`src/rtl/xor_perm_cipher_if.sv`:
```
// Streaming beat bus for xor_perm_cipher.
//   master : upstream/downstream side (drives in_*, din, mode, out_ready)
//   slave  : the cipher block (drives in_ready, out_valid, dout, out_last)
// LANES sets the beat width in bytes; din/dout lane i = [8i+7:8i].
interface xor_perm_cipher_if #(
  parameter int LANES = 2
);
  logic                 in_valid;
  logic                 in_ready;
  logic [8*LANES-1:0]   din;
  logic                 mode;
  logic                 in_last;
  logic                 out_valid;
  logic                 out_ready;
  logic [8*LANES-1:0]   dout;
  logic                 out_last;

  modport master (
    output in_valid, din, mode, in_last, out_ready,
    input  in_ready, out_valid, dout, out_last
  );

  modport slave (
    input  in_valid, din, mode, in_last, out_ready,
    output in_ready, out_valid, dout, out_last
  );
endinterface

```
`src/rtl/xor_perm_cipher.sv`:
```
// xor_perm_cipher: streaming bidirectional byte cipher, LANES bytes per beat.
// Each byte is combined with key[(kp+lane) mod NUM_KEYS]:
//   encrypt: rotl3(x ^ k)      decrypt: rotr3(x) ^ k
// Two-stage valid/ready pipeline (S1 = operands + resolved keys, S2 = result),
// capacity 2 beats, 1 beat/cycle with no bubbles.
// Ports:
//   clk, rst            : clock, asynchronous active-low reset
//   bus (slave modport) : in_valid/in_ready/din/mode/in_last,
//                         out_valid/out_ready/dout/out_last
//   key_wr/key_idx/key_data : runtime key ring write, present only when
//                         CIPHER_KEY_CFG_EN is defined; otherwise the ring is
//                         the constant KEY_INIT.
module xor_perm_cipher #(
  parameter int                    LANES    = 2,
  parameter int                    NUM_KEYS = 3,
  parameter logic [8*NUM_KEYS-1:0] KEY_INIT = {8'h3C, 8'h5A, 8'h96}
) (
  input  logic                        clk,
  input  logic                        rst,
`ifdef CIPHER_KEY_CFG_EN
  input  logic                        key_wr,
  input  logic [$clog2(NUM_KEYS)-1:0] key_idx,
  input  logic [7:0]                  key_data,
`endif
  xor_perm_cipher_if.slave            bus
);
  localparam int KW = $clog2(NUM_KEYS);

  typedef logic [NUM_KEYS-1:0][7:0] ring_t;
  typedef logic [LANES-1:0][7:0]    beat_t;

  ring_t ring;

`ifdef CIPHER_KEY_CFG_EN
  ring_t ring_q, ring_d;

  always_comb begin
    ring_d = ring_q;
    // Out-of-range indices are dropped silently.
    if (key_wr && (32'(key_idx) < NUM_KEYS)) ring_d[key_idx] = key_data;
  end

  always_ff @(posedge clk or negedge rst)
    if (!rst) ring_q <= KEY_INIT;
    else      ring_q <= ring_d;

  assign ring = ring_q;
`else
  assign ring = KEY_INIT;
`endif

  logic          s1_vld_q, s1_vld_d;
  logic          s1_mode_q, s1_mode_d;
  logic          s1_last_q, s1_last_d;
  beat_t         s1_dat_q, s1_dat_d;
  beat_t         s1_key_q, s1_key_d;
  logic          s2_vld_q, s2_vld_d;
  logic          s2_last_q, s2_last_d;
  beat_t         s2_dat_q, s2_dat_d;
  logic [KW-1:0] kp_q, kp_d;

  beat_t lane_key;
  beat_t xf;
  logic  adv, in_rdy, acc;

  // Per-lane key select and transform. Keys are captured into S1 so a
  // ring write in the accept cycle only affects later beats.
  for (genvar i = 0; i < LANES; i++) begin : g_lane
    logic [7:0] t;
    assign lane_key[i] = ring[KW'((32'(kp_q) + i) % NUM_KEYS)];
    assign t           = s1_dat_q[i] ^ s1_key_q[i];
    assign xf[i]       = s1_mode_q ? ({s1_dat_q[i][2:0], s1_dat_q[i][7:3]} ^ s1_key_q[i])
                                   : {t[4:0], t[7:5]};
  end

  always_comb begin
    adv    = !s2_vld_q || bus.out_ready;
    in_rdy = !s1_vld_q || adv;
    acc    = bus.in_valid && in_rdy;

    s1_vld_d  = s1_vld_q;
    s1_mode_d = s1_mode_q;
    s1_last_d = s1_last_q;
    s1_dat_d  = s1_dat_q;
    s1_key_d  = s1_key_q;
    s2_vld_d  = s2_vld_q;
    s2_last_d = s2_last_q;
    s2_dat_d  = s2_dat_q;
    kp_d      = kp_q;

    if (acc) begin
      s1_vld_d  = 1'b1;
      s1_mode_d = bus.mode;
      s1_last_d = bus.in_last;
      s1_dat_d  = bus.din;
      s1_key_d  = lane_key;
      // A frame boundary restarts the key sequence.
      kp_d      = bus.in_last ? '0 : KW'((32'(kp_q) + LANES) % NUM_KEYS);
    end else if (adv) begin
      s1_vld_d  = 1'b0;
    end

    if (adv) begin
      s2_vld_d = s1_vld_q;
      if (s1_vld_q) begin
        s2_dat_d  = xf;
        s2_last_d = s1_last_q;
      end
    end
  end

  always_ff @(posedge clk or negedge rst) begin
    if (!rst) begin
      s1_vld_q  <= 1'b0;
      s1_mode_q <= 1'b0;
      s1_last_q <= 1'b0;
      s1_dat_q  <= '0;
      s1_key_q  <= '0;
      s2_vld_q  <= 1'b0;
      s2_last_q <= 1'b0;
      s2_dat_q  <= '0;
      kp_q      <= '0;
    end else begin
      s1_vld_q  <= s1_vld_d;
      s1_mode_q <= s1_mode_d;
      s1_last_q <= s1_last_d;
      s1_dat_q  <= s1_dat_d;
      s1_key_q  <= s1_key_d;
      s2_vld_q  <= s2_vld_d;
      s2_last_q <= s2_last_d;
      s2_dat_q  <= s2_dat_d;
      kp_q      <= kp_d;
    end
  end

  assign bus.in_ready  = in_rdy;
  assign bus.out_valid = s2_vld_q;
  assign bus.dout      = s2_dat_q;
  assign bus.out_last  = s2_last_q;
endmodule
```
`src/flat_wrapper.sv`:
```
// flat-port wrapper written by rule: the top's interface ports become plain ports
module xor_perm_cipher_flat 
#(
  parameter int                    LANES    = 2,
  parameter int                    NUM_KEYS = 3,
  parameter logic [8*NUM_KEYS-1:0] KEY_INIT = {8'h3C, 8'h5A, 8'h96}
)
  (clk, rst, bus_in_valid, bus_din, bus_mode, bus_in_last, bus_out_ready, bus_in_ready, bus_out_valid, bus_dout, bus_out_last);
  xor_perm_cipher_if #(.LANES(LANES)) bus_i ();
  input  logic clk;
  input  logic rst;
  input wire logic [$bits(bus_i.in_valid)-1:0] bus_in_valid;
  input wire logic [$bits(bus_i.din)-1:0] bus_din;
  input wire logic [$bits(bus_i.mode)-1:0] bus_mode;
  input wire logic [$bits(bus_i.in_last)-1:0] bus_in_last;
  input wire logic [$bits(bus_i.out_ready)-1:0] bus_out_ready;
  output wire logic [$bits(bus_i.in_ready)-1:0] bus_in_ready;
  output wire logic [$bits(bus_i.out_valid)-1:0] bus_out_valid;
  output wire logic [$bits(bus_i.dout)-1:0] bus_dout;
  output wire logic [$bits(bus_i.out_last)-1:0] bus_out_last;
  assign bus_i.in_valid = bus_in_valid;
  assign bus_i.din = bus_din;
  assign bus_i.mode = bus_mode;
  assign bus_i.in_last = bus_in_last;
  assign bus_i.out_ready = bus_out_ready;
  assign bus_in_ready = bus_i.in_ready;
  assign bus_out_valid = bus_i.out_valid;
  assign bus_dout = bus_i.dout;
  assign bus_out_last = bus_i.out_last;
  xor_perm_cipher #(.LANES(LANES), .NUM_KEYS(NUM_KEYS), .KEY_INIT(KEY_INIT)) u_core (.clk(clk), .rst(rst), .bus(bus_i));
endmodule
```
`config.mk`:
```
export PLATFORM = sky130hd
export DESIGN_NAME = xor_perm_cipher_flat
export DESIGN_NICKNAME = d
export VERILOG_FILES = /design/src/rtl/xor_perm_cipher_if.sv /design/src/rtl/xor_perm_cipher.sv /design/src/flat_wrapper.sv
export SDC_FILE = /design/constraint.sdc
export NUM_CORES = 1
export LEC_CHECK = 0
export BUFFER_PORTS_ARGS = -buffer_cell sky130_fd_sc_hd__buf_2
export CELL_PAD_IN_SITES_DETAIL_PLACEMENT = 2
export CELL_PAD_IN_SITES_GLOBAL_PLACEMENT = 2
export CORE_ASPECT_RATIO = 0.5
export CORE_UTILIZATION = 30
export CTS_CLUSTER_DIAMETER = 80
export DETAILED_ROUTE_END_ITERATION = 8
export PLACE_DENSITY_LB_ADDON = 0.08
export SYNTH_ARGS = -nofsm -noshare
export SYNTH_HDL_FRONTEND = slang
export SYNTH_SLANG_ARGS = --single-unit
export TNS_END_PERCENT = 1
```
`constraint.sdc`:
```
create_clock -name clk -period 1.66 [get_ports clk]
set_input_delay 0.166 -clock clk [delete_from_list [all_inputs] [get_ports clk]]
set_output_delay 0.166 -clock clk [all_outputs]
set_load 0.02 [all_outputs]
```
; After elaboration in Yosys (flattened, before gate mapping)
; Index checks and enable logic that the tools add are counted.
[word_totals]
input_bits = 22
elab_cells = 39
ff_bits = 55
out_inout_bits = 19
[classes]
muxes = 9
reduce_logical = 7
magnitude_cmp = 2
div = 3
n_addsub = 2
n_bitwise = 4
[ops]
columns = cell, n
row1 = $mod 32x2->32 const B, 2
row2 = $bmux 8 s2, 2
row3 = $mod 2x2->32 const B, 1
row4 = $mux 8, 4
row5 = $xor 8x8->8, 4
row6 = $lt 2x3->1 const B, 2
row7 = $add 2x1->3 const B, 1
row8 = $add 2x2->3 const B, 1
row9 = $logic_not 1->1, 2
row10 = $logic_or 1x1->1, 2
row11 = $mux 1, 2
row12 = $mux 2, 1
row13 = $reduce_and 2->1, 1
row14 = $reduce_bool 2->1, 1
row15 = $logic_and 1x1->1, 1

; Depth between registers and ports, before layout
[logic_depth]
depth_word = 5
mapped_depth = 4
ltp_nobuf = 4

; Worst setup path before layout
; OpenSTA, ideal clock, no wires.
[synth_path]
path_kind = flip-flop to flip-flop
from = register u_core.s2_vld_q, in the netlist u_core.bus.out_valid
to = register u_core.s1_dat_q[10] (netlist name)
path_stages_with_launch = 5
t_arrival_ns = 1.228
slack_ns = 0.304
setup_ns = 0.128
n_path_buf = 1
required_ns = 1.532
period_less_slack_ns = 1.356
cell_sequence = dfrtp_1 nand3b_1 nand2_2 buf_4 mux2_1
[synth_via]
elab_chain_len = 4
[synth_lines]
columns = item, line
row1 = start: declaration, xor_perm_cipher.sv:57  ; logic s2_vld_q, s2_vld_d;
row2 = start signal: assignment, xor_perm_cipher.sv:129  ; s2_vld_q <= s2_vld_d;
row3 = $logic_not 1->1, xor_perm_cipher.sv:77  ; adv = !s2_vld_q || bus.out_ready;
row4 = $logic_or 1x1->1, xor_perm_cipher.sv:77
row5 = $logic_or 1x1->1, xor_perm_cipher.sv:78  ; in_rdy = !s1_vld_q || adv;
row6 = $logic_and 1x1->1, xor_perm_cipher.sv:79  ; acc = bus.in_valid && in_rdy;
row7 = end signal: assignment, xor_perm_cipher.sv:127  ; s1_dat_q <= s1_dat_d;
row8 = end: declaration, xor_perm_cipher.sv:55  ; beat_t s1_dat_q, s1_dat_d;
; No other way between the ends.
; A chain may end at the register's enable or synchronous reset.

; Worst setup path in the final report
[layout_path]
from = register u_core.s2_vld_q, in the netlist u_core.bus.out_valid
to = output port bus_in_ready
[layout_via]
elab_chain_len = 3
[layout_lines]
columns = item, line
row1 = $logic_not 1->1, xor_perm_cipher.sv:77
row2 = $logic_or 1x1->1, xor_perm_cipher.sv:77
row3 = $logic_or 1x1->1, xor_perm_cipher.sv:78
row4 = end: declaration, flat_wrapper.sv:17  ; output wire logic [$bits(bus_i.in_ready)-1:0] bus_in_ready;
; No other way between the ends.

==> impl_metrics.json <==
{
  "status": "finished, final reports clean",
  "cts_made_buffers": 5,
  "grt_max_degree": 24,
  "finalInstanceArea_um2": 2730,
  "path_max_fanout": 10,
  "crit_type": "register to output pin",
  "cp.arrival_ns": 1.24,
  "rsz0062_at_grt": "false",
  "dpl_cell_area_um2": 2580,
  "ctsHoldBuffers": 1,
  "powerDensity_nw_per_um2": 1660,
  "syn_area_per_cell_um2": 12.7,
  "wl_per_cell_um": 19.3,
  "synth_cells": 180,
  "cts_max_path_buffers": 2,
  "cp-start-kind": "register",
  "dieArea_um2": 7980,
  "finClkSkew_ns": 0.00460,
  "worst_slew_pin_slew_ns": 0.423,
  "ctsHtreeMaxLevel": 2,
  "fin_crit_ns": 1.40,
  "cellLeakagePower_nw": 1.16,
  "grt_pass1_vias": 1734,
  "syn2layout_area_growth_pct": 19.7,
  "clockRootBuffer": "clkbuf_16",
  "clkTransAtPathRegs_ns": 0.06,
  "cts.repair.resized": 0,
  "yosysUniqueCellTypes": 27,
  "pre_cts_slack_ns": 0.296,
  "p_total_mw": 4.54,
  "ant_nets": 0,
  "syn-cell-area_um2": 2280,
  "vias": 1518,
  "seq_area_frac_synth_pct": 51.5,
  "drtIter0Drc": 65,
  "cp-end-kind": "output pin",
  "cts.sinks": 47,
  "die_w_um": 125,
  "setup_slack_ns": 0.259,
  "grt-ovfl-total": 0,
  "num_rows": 22,
  "max_freq_ghz": 0.714,
  "antenna_found_initial": 0,
  "io_buffers": 40,
  "finalSetupViolations": 0,
  "initial_utilization_pct": 31.1,
  "diodes": 0,
  "layout_commonest_cell": "dfrtp_1",
  "finalHoldViolations": 0,
  "utilization_pct": 37.2,
  "maxSlewViolCount": 0,
  "drc_errors": 0,
  "required_ns": 1.49,
  "gp_congestion": 0.684,
  "synth_nets": 206,
  "core_area_um2": 7350,
  "ir_worst_vdd_mv": 0.526,
  "grt_usage_pct": 17.2,
  "drive_gt1_share_pct": 34.8,
  "maxCapViolCount": 0,
  "max-slew-margin-rel_pct": 71.8,
  "fin_tns_setup_ns": 0,
  "io-pin-count": 41,
  "synth-seq-cells": 47,
  "clk_latency_ns": 0.29,
  "cts_tree": "yes",
  "layout_common_cells": "dfrtp_1 (47), buf_2 (40), xnor2_1 (28)",
  "vias_per_cell": 4.79,
  "synth_warnings": 0,
  "fillers": 758,
  "die_h_um": 63.7,
  "period_share_pct": 84.4,
  "grt_pass1_wl_mm": 10.1,
  "firstDrtPassIters": 7,
  "worstHoldPathType": "input port to register",
  "hpwl_mm": 4.55,
  "wl_mm": 6.10,
  "nNetsFinal": 247,
  "postCtsSetupBuffers": 0
}
state kept, by name (all words and copies together) (netlist names):
| name | count |
|---|---|
| u_core.kp_q | 2 |
| u_core.s1_key_q | 8 |
| u_core.s1_mode_q | 1 |
| u_core.s1_vld_q | 1 |
| u_core.s1_dat_q | 16 |
| u_core.s1_last_q | 1 |
| u_core.bus.dout | 16 |
| u_core.bus.out_valid | 1 |
| u_core.bus.out_last | 1 |
synth_stat cells:
cell type	count	share of area, %
nand2_2	1	0.27
nand2_1	4	0.66
inv_2	1	0.16
nand3_1	1	0.22
clkbuf_1	2	0.33
xnor2_1	28	11
buf_4	3	0.99
mux2i_1	3	1.3
a21oi_1	6	1.3
a31oi_1	2	0.55
nand3b_1	1	0.33
mux2_2	9	4.4
a41oi_1	2	0.77
or3_4	1	0.49
mux2_1	17	8.4
buf_2	7	1.5
nor2_1	2	0.33
o21ai_0	14	3.1
nor2b_1	1	0.27
o221ai_2	10	6.6
inv_1	5	0.82
dfrtp_1	47	52
buf_1	2	0.33
nand2b_1	4	1.1
ha_1	4	2.2
buf_6	1	0.49
o221ai_1	2	0.77
layout make-up:
type / instances / area (um^2) / share of cell area [%]
clock buffers: 6 / 139 / 5.08
clock inverters: 1 / 5.00 / 0.183
inverters: 6 / 22.5 / 0.824
multi-input cells: 112 / 1000 / 36.6
flip-flops and latches: 47 / 1180 / 43.0
well taps: 96 / 120 / 4.40
repair buffers: 49 / 270 / 9.89
stage by stage:
step	std cells	hold WS [ns]
3_3_place_gp	309	0.102
2_1_floorplan	180	-0.130
6_report	317	0.0919
4_1_cts	317	0.0913
3_5_place_dp	309	0.0992
5_1_grt	317	0.0854
where the power goes:
group / internal [mW] / total [mW] / switching, mW / leakage (nW)
registers: 1.51 / 1.91 / 0.403 / 0.551
logic: 0.743 / 1.62 / 0.876 / 0.540
clock network: 0.588 / 1.01 / 0.418 / 0.0727
critical path, stage by stage (launching register included):
cell and delay (ns):
dfrtp_1 0.42, nand3b_1 0.16, buf_4 0.19, buf_2 0.18
per-layer routing:
layer  up-vias  wire (um)  track usage [%]
met4         0         53             4.12
met5         -          0                0
met3         6        196             4.67
met2        21       2500             24.7
li1        709          -                -
met1       782       3360             25.4
final timing paths:
check	start	end	slack, ns	cells past startpoint
max	u_core.bus.out_valid$_DFFE_PN0P_	bus_in_ready	0.26	3
min in group asynchronous	rst	u_core.bus.dout[9]$_DFFE_PN0P_	0.32	2
min	bus_din[1]	u_core.s1_dat_q[1]$_DFFE_PN0P_	0.09	2
max in group asynchronous	rst	u_core.bus.dout[11]$_DFFE_PN0P_	0.69	3
max reg2reg	u_core.s1_mode_q$_DFFE_PN0P_	u_core.bus.dout[14]$_DFFE_PN0P_	0.27	2
min reg2reg	u_core.s1_last_q$_DFFE_PN0P_	u_core.s1_last_q$_DFFE_PN0P_	0.49	1
cell families after synthesis:
kind of cell               count (synthesis)  share of synthesized area [%]
DFF                                       47                           51.5
AOI/OAI and AO/OA                         36                           13.0
muxes                                     29                           14.1
xor gates and xnor gates                  28                           10.7
buffers and inverters                     21                           4.66
and+or+nand+nor                           15                           3.67
adders and majority gates                  4                           2.19
Power figures use the tool's default switching activity.
